==> src/rtl/lifo_arbiter_if.sv <==
// lifo_arbiter_if
//   Requester-side bus of the two-port LIFO arbiter.
//   master : requester logic (drives req/op/wdata, receives gnt/err/rvalid/rdata)
//   slave  : lifo_arbiter
// Signals
//   req[1:0]    request strobes, held until the matching gnt
//   op[1:0]     1 = push, 0 = pop, per requester
//   wdata0/1    push data per requester
//   gnt[1:0]    acceptance pulse
//   err[1:0]    refusal pulse (coincides with gnt)
//   rvalid[1:0] pop result valid pulse
//   rdata       shared pop result
interface lifo_arbiter_if #(
  parameter int DW = 4
);
  logic [1:0]    req;
  logic [1:0]    op;
  logic [DW-1:0] wdata0;
  logic [DW-1:0] wdata1;
  logic [1:0]    gnt;
  logic [1:0]    err;
  logic [1:0]    rvalid;
  logic [DW-1:0] rdata;

  modport master (
    output req, op, wdata0, wdata1,
    input  gnt, err, rvalid, rdata
  );

  modport slave (
    input  req, op, wdata0, wdata1,
    output gnt, err, rvalid, rdata
  );
endinterface

==> src/rtl/lifo_arbiter.sv <==
// lifo_arbiter
//   Shares one external LIFO stack between two requesters. Each request is a
//   single push or pop; simultaneous requests alternate round-robin. The block
//   tracks stack occupancy itself and refuses overflowing pushes and
//   underflowing pops without touching the stack.
// Ports
//   clk        system clock, rising edge
//   rst_n      synchronous active-low reset
//   bus        requester bus (lifo_arbiter_if.slave)
//   stk_push   push strobe to the stack
//   stk_pop    pop strobe to the stack
//   stk_wdata  push data to the stack
//   stk_rdata  stack pop data, valid the cycle after stk_pop
//   occ        current number of stack entries, 0..DEPTH
//   err_cnt    saturating refusal counter (only with LIFO_ARBITER_ERRCNT_EN)
// Build option
//   LIFO_ARBITER_ERRCNT_EN : when defined, adds the 8-bit err_cnt output.
module lifo_arbiter #(
  parameter  int DW    = 4,
  parameter  int DEPTH = 8,
  localparam int OW    = $clog2(DEPTH + 1)
) (
  input  logic          clk,
  input  logic          rst_n,
  lifo_arbiter_if.slave bus,
  output logic          stk_push,
  output logic          stk_pop,
  output logic [DW-1:0] stk_wdata,
  input  logic [DW-1:0] stk_rdata,
  output logic [OW-1:0] occ
`ifdef LIFO_ARBITER_ERRCNT_EN
  ,
  output logic [7:0]    err_cnt
`endif
);

  typedef enum logic [1:0] {
    IDLE   = 2'd0,
    ISSUE  = 2'd1,
    RDWAIT = 2'd2,
    CAPT   = 2'd3
  } state_t;

  state_t        state_reg, state_next;
  logic          w_reg;       // current winner
  logic          op_reg;      // winner's operation (1 = push)
  logic [DW-1:0] data_reg;    // winner's push data
  logic          last_reg;    // previous winner, for round-robin
  logic [OW-1:0] occ_reg;
  logic [DW-1:0] rdata_reg;

  logic win;
  logic full, empty;
  logic issue, do_push, do_pop, refuse, capt;

  // Winner selection: a lone requester wins outright, a tie goes to the
  // requester that did not win last time.
  always_comb begin
    win = 1'b0;
    case (bus.req)
      2'b01:   win = 1'b0;
      2'b10:   win = 1'b1;
      2'b11:   win = ~last_reg;
      default: win = 1'b0;
    endcase
  end

  assign full  = (occ_reg == OW'(DEPTH));
  assign empty = (occ_reg == '0);

  always_comb begin
    state_next = state_reg;
    issue      = 1'b0;
    do_push    = 1'b0;
    do_pop     = 1'b0;
    refuse     = 1'b0;
    capt       = 1'b0;
    case (state_reg)
      IDLE: begin
        if (|bus.req) state_next = ISSUE;
      end
      ISSUE: begin
        issue = 1'b1;
        if (op_reg && !full) begin
          do_push    = 1'b1;
          state_next = IDLE;
        end else if (!op_reg && !empty) begin
          do_pop     = 1'b1;
          state_next = RDWAIT;
        end else begin
          refuse     = 1'b1;
          state_next = IDLE;
        end
      end
      RDWAIT: state_next = CAPT;
      CAPT: begin
        capt       = 1'b1;
        state_next = IDLE;
      end
      default: state_next = IDLE;
    endcase
  end

  always_ff @(posedge clk) begin
    if (!rst_n) begin
      state_reg <= IDLE;
      w_reg     <= 1'b0;
      op_reg    <= 1'b0;
      data_reg  <= '0;
      last_reg  <= 1'b1;
      occ_reg   <= '0;
      rdata_reg <= '0;
    end else begin
      state_reg <= state_next;
      if (state_reg == IDLE && |bus.req) begin
        w_reg    <= win;
        last_reg <= win;
        op_reg   <= bus.op[win];
        data_reg <= win ? bus.wdata1 : bus.wdata0;
      end
      // full/empty gating in the FSM keeps occ inside 0..DEPTH
      if (do_push) occ_reg <= occ_reg + OW'(1);
      if (do_pop)  occ_reg <= occ_reg - OW'(1);
      if (state_reg == RDWAIT) rdata_reg <= stk_rdata;
    end
  end

  // Strobes are qualified with rst_n so that a reset landing mid-operation
  // silences gnt/err/rvalid and the stack strobes in the very same cycle.
  genvar gi;
  generate
    for (gi = 0; gi < 2; gi++) begin : g_req
      assign bus.gnt[gi]    = rst_n & issue  & (w_reg == 1'(gi));
      assign bus.err[gi]    = rst_n & refuse & (w_reg == 1'(gi));
      assign bus.rvalid[gi] = rst_n & capt   & (w_reg == 1'(gi));
    end
  endgenerate

  assign stk_push  = rst_n & do_push;
  assign stk_pop   = rst_n & do_pop;
  assign stk_wdata = stk_push ? data_reg : '0;
  assign occ       = occ_reg;
  assign bus.rdata = rdata_reg;

`ifdef LIFO_ARBITER_ERRCNT_EN
  logic [7:0] err_cnt_reg;

  always_ff @(posedge clk) begin
    if (!rst_n) begin
      err_cnt_reg <= '0;
    end else if (refuse && err_cnt_reg != 8'hFF) begin
      err_cnt_reg <= err_cnt_reg + 8'd1;
    end
  end

  assign err_cnt = err_cnt_reg;
`endif

endmodule

==> src/flat_wrapper.sv <==
// flat-port wrapper written by rule: the top's interface ports become plain ports
module lifo_arbiter_flat 
#(
  parameter  int DW    = 4,
  parameter  int DEPTH = 8,
  localparam int OW    = $clog2(DEPTH + 1)
)
  (clk, rst_n, stk_push, stk_pop, stk_wdata, stk_rdata, occ, bus_req, bus_op, bus_wdata0, bus_wdata1, bus_gnt, bus_err, bus_rvalid, bus_rdata);
  lifo_arbiter_if #(.DW(DW)) bus_i ();
  input  logic clk;
  input  logic rst_n;
  output logic stk_push;
  output logic stk_pop;
  output logic [DW-1:0] stk_wdata;
  input  logic [DW-1:0] stk_rdata;
  output logic [OW-1:0] occ;
  input wire logic [$bits(bus_i.req)-1:0] bus_req;
  input wire logic [$bits(bus_i.op)-1:0] bus_op;
  input wire logic [$bits(bus_i.wdata0)-1:0] bus_wdata0;
  input wire logic [$bits(bus_i.wdata1)-1:0] bus_wdata1;
  output wire logic [$bits(bus_i.gnt)-1:0] bus_gnt;
  output wire logic [$bits(bus_i.err)-1:0] bus_err;
  output wire logic [$bits(bus_i.rvalid)-1:0] bus_rvalid;
  output wire logic [$bits(bus_i.rdata)-1:0] bus_rdata;
  assign bus_i.req = bus_req;
  assign bus_i.op = bus_op;
  assign bus_i.wdata0 = bus_wdata0;
  assign bus_i.wdata1 = bus_wdata1;
  assign bus_gnt = bus_i.gnt;
  assign bus_err = bus_i.err;
  assign bus_rvalid = bus_i.rvalid;
  assign bus_rdata = bus_i.rdata;
  lifo_arbiter #(.DW(DW), .DEPTH(DEPTH)) u_core (.clk(clk), .rst_n(rst_n), .bus(bus_i), .stk_push(stk_push), .stk_pop(stk_pop), .stk_wdata(stk_wdata), .stk_rdata(stk_rdata), .occ(occ));
endmodule
==> config.mk <==
export PLATFORM = sky130hd
export DESIGN_NAME = lifo_arbiter_flat
export DESIGN_NICKNAME = d
export VERILOG_FILES = /design/src/rtl/lifo_arbiter_if.sv /design/src/rtl/lifo_arbiter.sv /design/src/flat_wrapper.sv
export SDC_FILE = /design/constraint.sdc
export NUM_CORES = 1
export LEC_CHECK = 0
export ABC_CLOCK_PERIOD_IN_PS = 1700
export BUFFER_PORTS_ARGS = -buffer_cell sky130_fd_sc_hd__buf_2
export CORE_ASPECT_RATIO = 1.25
export CORE_MARGIN = 2
export CORE_UTILIZATION = 35
export CTS_CLUSTER_DIAMETER = 80
export DETAILED_ROUTE_END_ITERATION = 16
export PLACE_DENSITY = 0.61
export SLEW_MARGIN = 5
export SYNTH_ARGS = -nofsm -noshare
export SYNTH_HDL_FRONTEND = slang
export SYNTH_SLANG_ARGS = --single-unit
==> constraint.sdc <==
create_clock -name clk -period 1.7 [get_ports clk]
set_input_delay 0.255 -clock clk [delete_from_list [all_inputs] [get_ports clk]]
set_output_delay 0.255 -clock clk [all_outputs]
set_load 0.01 [all_outputs]
==> results of run 1 <==
[worst max-delay path, stage by stage (launching register included)]
cell,delay (ns)
dfxtp_2,0.35
nor4_4,0.35
nor3_4,0.11
ha_1,0.30
nand3_2,0.08
a211o_1,0.27
nand3_2,0.08
mux2i_1,0.17
[cell usage after synthesis, drive strengths merged]
cell	instances	share of area
a21boi	2	0.020
nand3	4	0.022
o211ai	1	0.0082
fa	1	0.022
buf	3	0.016
and3	1	0.0068
a211o	1	0.0095
xnor2	3	0.029
nor4	1	0.014
a21oi	4	0.026
inv	4	0.016
nor3b	1	0.0082
o211a	6	0.065
nor2	5	0.020
nand2b	2	0.014
o21a	2	0.016
nor3	6	0.033
o21ai	2	0.011
nor2b	6	0.041
and2	6	0.041
mux2i	10	0.11
clkbuf	2	0.0082
dfxtp	17	0.37
ha	2	0.027
nand2	12	0.049
[stage by stage]
stage / std cells / area, µm² / util / total power (W)
floorplan: 104 / 937.1 / - / 0.0006394
global placement: 182 / 1239 / 0.5000 / 0.0007522
detailed placement: 182 / 1239 / 0.5000 / 0.0007591
CTS: 187 / 1306 / 0.5273 / 0.001001
global route: 189 / 1426 / 0.5758 / 0.001129
finish: 189 / 1426 / 0.5758 / 0.001069
[routing by layer]
layer | GRT usage | wire length, µm | vias up
met2 | 0.3010 | 1339 | 28
met3 | 0.02913 | 112 | 4
met1 | 0.1836 | 1002 | 417
li1 | - | - | 461
met4 | 0.05952 | 40 | 0
met5 | 0 | 0 | -
[power by group]
part | total [W] | internal [W] | switching, W
combinational | 0.000387 | 0.000200 | 0.000186
clock | 0.000217 | 0.0000873 | 0.000130
sequential | 0.000465 | 0.000434 | 0.0000309
[worst min path at each step]
stage                     cells past startpoint                from  slack (ns)             endpoint
after floorplan                               2               rst_n        0.41        u_core.occ[3]
after global placement                        1  u_core.data_reg[3]        0.47   u_core.data_reg[3]
after detailed placement                      1  u_core.data_reg[3]        0.48   u_core.data_reg[3]
after CTS                                     3        stk_rdata[2]        0.23  u_core.bus.rdata[2]
after global routing                          3        stk_rdata[1]        0.24  u_core.bus.rdata[1]
final                                         3        stk_rdata[2]        0.23  u_core.bus.rdata[2]
[final cells by class]
type / instances / area, µm² / share of cell area
sequential: 17 / 345.3 / 0.2421
multi-input combinational: 78 / 668.1 / 0.4684
inverter: 4 / 15.01 / 0.01053
clock buffer: 3 / 22.52 / 0.01579
tap: 33 / 41.29 / 0.02895
clock inverter: 1 / 5.005 / 0.003509
timing repair buffer: 53 / 329.1 / 0.2307
[cells by family (layout without fill, tap and decap cells)]
group / Yosys count / in the layout
compound gates: 18 / 18
xor+xnor: 3 / 3
fa+ha+maj: 3 / 3
buf+inv: 9 / 61
flops: 17 / 17
mux: 10 / 10
simple gates: 44 / 44
[repair_timing]
| item | in CTS | in global routing |
|---|---|---|
| hold buffers | 0 | 0 |
| pin swaps | 5 | 7 |
| resized for setup | 8 | 22 |
| buffers inserted | 1 | 2 |
| endpoints found under the setup margin | 10 | 11 |
==> metrics.csv, run 1 <==
stage,metric,value,unit
status,outcome,"finished, violations left",
status,failing checks,negative setup slack,
synth,YS warnings,0,
setup_path,CP startpoint kind,flip-flop,
run,max-cap check violation count,0,
grt,first-pass GRT wire length,3.712,mm
power,Max IR drop VDD,446.6,µV
sta,Worst Slack Setup Final,-0.08776,ns
routing,final wirelength,2.495,mm
setup_path,largest fanout on the critical path,4,
synth,XOR/XNOR Fraction of Synth Area,0.02853,
grt,initial antenna violation count,0,
sta,hold_ws,0.2251,ns
setup_path,Setup crit end kind,flip-flop,
routing,initial drt markers,13,
place,routability cong.,0.8405,
die,Starting Density,0.3717,
sta,TNS Setup,-0.3803,ns
sta,period utilization,1.052,
clock_tree,Root Driver,clkbuf_4,
setup_path,"Req. time, crit path",1.92,ns
clock_tree,Num CTS Buffers,3,
layout,FILL cells,233,
hold_path,worst min path class,in2reg,
layout,"commonest non-fill, non-tap cell in the layout",buf_2,
setup_path,Critical Path End,u_core.occ[3],
synth,Synth cell types,27,
layout,fraction of layout cells with a size suffix above 1,0.5321,
setup_path,r2r startpoint,u_core.occ[1],
synth,post-synthesis register bit count,17,
die,Chip Width,49.88,µm
sta,Slew Limit Fails,0,
grt,pin count of the biggest net entering global routing,13,
sta,final hold vios,0,
place,detailed placement HPWL,1.739,mm
layout,"commonest cells after routing, fill and taps aside","buf_2, dfxtp_1, buf_4",
sta,Worst-Margin Slew,0.5267,ns
grt,vias in the first global route,862,
sta,Setup Skew,0.003563,ns
routing,wire per inst,13.20,µm
sta,Fmax,559.4,MHz
grt,global route overflow,0,
setup_path,reg2reg end,u_core.occ[3],
routing,vias,910,
place,Placement Setup Slack,-0.06470,ns
synth,Post-Synth Simple-Gate Area,0.2473,
grt,gr usage total,0.1604,
synth,syn_area_per_cell,8.855,µm²
synth,Syn Inst Count,104,
clock_tree,CTS tree,yes,
setup_path,crit path from,u_core.occ[1],
die,full die area,0.003060,mm²
layout,Area Overhead vs Synth,54.89,%
clock_tree,Worst-Skew Late Latency,0.29,ns
synth,Syn Std Cell Area,920.9,µm²
routing,DRC,0,
synth,post-synthesis mux area share,0.1087,
die,core box area,0.002477,mm²
layout,ant diodes,0,
synth,syn nets,125,
routing,Detail Route Antenna Nets,0,
routing,Vias/cell,4.815,
place,port buffer count,37,
setup_path,reg2reg path depth,7,
sta,RSZ-0062 raised after global routing,yes,
clock_tree,Worst-path clk slew,0.10,ns
clock_tree,clk sink count,17,
die,Boundary Pins,38,
synth,sequential area share after synthesis,0.3696,
clock_tree,CTS H-tree lvls,1,
routing,DRT Pass-1 Iters,4,
sta,Setup Viol. Count Final,8,
die,row count,20,
sta,Max-slew headroom,0.6482,
power,Static Leak,0.6890,nW
setup_path,flop-to-flop setup slack,-0.09,ns
synth,Compound-Gate Fraction of Synth Area,0.1563,
synth,adder-cell share of the synthesized area,0.04891,
setup_path,critical path data arrival time,2.01,ns
setup_path,WS Path Type,reg2reg,
layout,nets,178,
sta,post-route minimum period,1.788,ns
power,PwrDens,749.1,mW/mm²
die,die height,61.35,µm
synth,largest family of logic cells by synthesized area,simple AND/OR/NAND/NOR gates,
clock_tree,deepest clock path buffer count,2,
No activity file was read; power rests on OpenSTA's default activity.
==> inputs of run 2 (changes only) <==
--- a/config.mk
+++ b/config.mk
@@ -7,7 +7,6 @@
 export LEC_CHECK = 0
 export ABC_CLOCK_PERIOD_IN_PS = 1700
 export BUFFER_PORTS_ARGS = -buffer_cell sky130_fd_sc_hd__buf_2
-export CORE_ASPECT_RATIO = 1.25
 export CORE_MARGIN = 2
 export CORE_UTILIZATION = 35
 export CTS_CLUSTER_DIAMETER = 80
==> run 2 against run 1 <==
Critical endpoint unchanged. Worst setup slack improved by 0.0061 ns. Register-to-register slack about the same. Sequential share of layout area decreased by 0.23 points. Cell area increased by 0.61%. Hold slack improved by 0.0040 ns. Sequential power about the same. Critical path depth unchanged. The run still ends with negative setup slack left. Critical path type unchanged. Final cell count decreased by 2.1%. Die area about the same. Combinational power decreased by 2%. Clock skew decreased by 0.0017 ns.
==> metrics.csv, run 2 (same netlist as run 1, synthesis figures left out) <==
stage,metric,value,unit,change
place,DP Cell Count,179,,was 182
place,port buffer count,37,,unchanged
grt,initial antenna violation count,0,,unchanged
sta,Setup Skew,0.001819,ns,was 0.003563 ns
hold_path,Hold Crit Depth,3,,unchanged
setup_path,reg2reg end,u_core.occ[3],,unchanged
clock_tree,CTS tree,yes,,unchanged
hold_path,worst min path class,in2reg,,unchanged
sta,Fmax,561.3,MHz,was 559.4 MHz
power,Max IR drop VDD,467.9,µV,was 446.6 µV
clock_tree,clk sink count,17,,unchanged
clock_tree,CTS H-tree lvls,1,,unchanged
grt,gr usage total,0.1500,,was 0.1604
sta,Setup Viol. Count Final,3,,was 8
layout,ant diodes,0,,unchanged
setup_path,CP startpoint kind,flip-flop,,unchanged
sta,post-route minimum period,1.782,ns,was 1.788 ns
clock_tree,hold-fix buffers at CTS,0,,unchanged
clock_tree,Num CTS Buffers,3,,unchanged
power,Static Leak,0.6910,nW,was 0.6890 nW
sta,Slew Limit Fails,0,,unchanged
setup_path,reg2reg path depth,7,,unchanged
sta,period utilization,1.048,,was 1.052
layout,"commonest non-fill, non-tap cell in the layout",buf_2,,unchanged
setup_path,"Critical Path, Cell by Cell",nor4_4 > nor3_4 > ha_4 > a21oi_2 > a211o_1 > nand3_2 > mux2i_1,,was nor4_4 > nor3_4 > ha_1 > nand3_2 > a211o_1 > nand3_2 > mux2i_1
layout,final instance count without filler cells,185,,was 189
layout,post-layout util,0.5793,,was 0.5758
routing,DRC,0,,unchanged
setup_path,r2r startpoint,u_core.occ[2],,was u_core.occ[1]
sta,hold_ws,0.2291,ns,was 0.2251 ns
setup_path,WS Path Type,reg2reg,,unchanged
die,die height,55.30,µm,was 61.35 µm
run,max-cap check violation count,0,,unchanged
sta,final hold vios,0,,unchanged
routing,initial drt markers,16,,was 13
routing,wire per inst,12.99,µm,was 13.20 µm
place,Placement Setup Slack,-0.08930,ns,was -0.06470 ns
place,detailed placement HPWL,1.713,mm,was 1.739 mm
setup_path,Setup crit end kind,flip-flop,,unchanged
die,full die area,0.003058,mm²,was 0.003060 mm²
sta,RSZ-0062 raised after global routing,yes,,unchanged
status,failing checks,negative setup slack,,unchanged
routing,vias,905,,was 910
clock_tree,Root Driver,clkbuf_4,,unchanged
grt,vias in the first global route,833,,was 862
sta,Worst-Margin Slew,0.4970,ns,was 0.5267 ns
setup_path,flop-to-flop setup slack,-0.08,ns,was -0.09 ns
layout,nets,177,,was 178
die,Chip Width,55.30,µm,was 49.88 µm
place,Placed Area,0.001235,mm²,was 0.001239 mm²
layout,Area Overhead vs Synth,55.84,%,was 54.89%
place,routability cong.,0.8594,,was 0.8405
setup_path,Slowest cell on crit path,dfxtp_2,,unchanged
grt,pin count of the biggest net entering global routing,13,,unchanged
setup_path,"Req. time, crit path",1.92,ns,about the same
layout,"Design Area, Final",0.001435,mm²,was 0.001426 mm²
die,row count,18,,was 20
routing,DRT Pass-1 Iters,4,,unchanged
clock_tree,Worst-Skew Late Latency,0.28,ns,was 0.29 ns
die,Boundary Pins,38,,unchanged
status,outcome,"finished, violations left",,unchanged
setup_path,critical path data arrival time,2.00,ns,was 2.01 ns
clock_tree,Worst-path clk slew,0.10,ns,about the same
routing,Vias/cell,4.892,,was 4.815
routing,Detail Route Antenna Nets,0,,unchanged
setup_path,largest fanout on the critical path,4,,unchanged
hold_path,Hold Path Sink,u_core.bus.rdata[0],,was u_core.bus.rdata[2]
power,PwrDens,734.2,mW/mm²,was 749.1 mW/mm²
layout,fraction of layout cells with a size suffix above 1,0.5290,,was 0.5321
routing,final wirelength,2.404,mm,was 2.495 mm
setup_path,CP max stage delay,0.35,ns,about the same
hold_path,HP Start,stk_rdata[0],,was stk_rdata[2]
sta,Max-slew headroom,0.6680,,was 0.6482
grt,first-pass GRT wire length,3.746,mm,was 3.712 mm
sta,Worst Slack Setup Final,-0.08165,ns,was -0.08776 ns
layout,"commonest cells after routing, fill and taps aside","buf_2, dfxtp_1, buf_4",,unchanged
die,core box area,0.002477,mm²,unchanged
die,Starting Density,0.3717,,unchanged
clock_tree,deepest clock path buffer count,2,,unchanged
grt,global route overflow,0,,unchanged
run 2: cell count changes in the layout (fill, tap and decap cells not counted), sizes merged:
cell    previous run  this run
buf               53        52
clkbuf             3         4
clkinv             1         0
run 2: worst max path at each step:
stage,start,end
after floorplan,u_core.occ[2],u_core.occ[3]
after global placement,u_core.occ[2],u_core.occ[3]
after detailed placement,u_core.occ[2],u_core.occ[3]
after global routing,flip-flop,u_core.occ[3]
after CTS,u_core.occ[1],u_core.occ[3]
final,u_core.occ[2],u_core.occ[3]
run 2: cell type report:
type / instances / area (µm²)
Tap cell: 30 / 37.54
Sequential cell: 17 / 344.1
Timing Repair Buffer: 52 / 325.3
Inverter: 4 / 15.01
Clock buffer: 4 / 26.28
Fill cell: 242 / 1042
Multi-Input combinational cell: 78 / 686.9
run 2: stage by stage:
stage | total power (W) | TNS [ns]
after floorplan | 0.0006394 | -0.08708
after global placement | 0.0007514 | -0.01927
after detailed placement | 0.0007596 | -0.08930
after CTS | 0.001011 | -0.1344
after global routing | 0.001124 | -0.7027
final | 0.001054 | -0.08619
run 2: critical path: cells and delay by family (launching register included):
family | cells | cell delay [ns]
mux | 1 | 0.17
flops | 1 | 0.35
fa+ha+maj | 1 | 0.29
simple gates | 3 | 0.53
compound gates | 2 | 0.36
run 2: timing repair:
item                                    4_1_cts  5_1_grt
cloned                                        0        0
pin swaps                                     7       11
endpoints found under the setup margin        9       10
gates resized for setup                      13       20
buffers inserted                              1        2
run 2: power breakdown:
group          internal (W)  leakage, nW  switching (W)
clock network     0.0000910       0.0150       0.000120
registers          0.000433        0.141      0.0000290
logic              0.000194        0.535       0.000187
run 2: layer usage:
metal,share of wire,wire length [µm],track usage
met1,0.42,1019,0.1800
met2,0.50,1212,0.2619
met3,0.062,150,0.03044
met4,0.0087,21,0.05575
met5,0,0,0
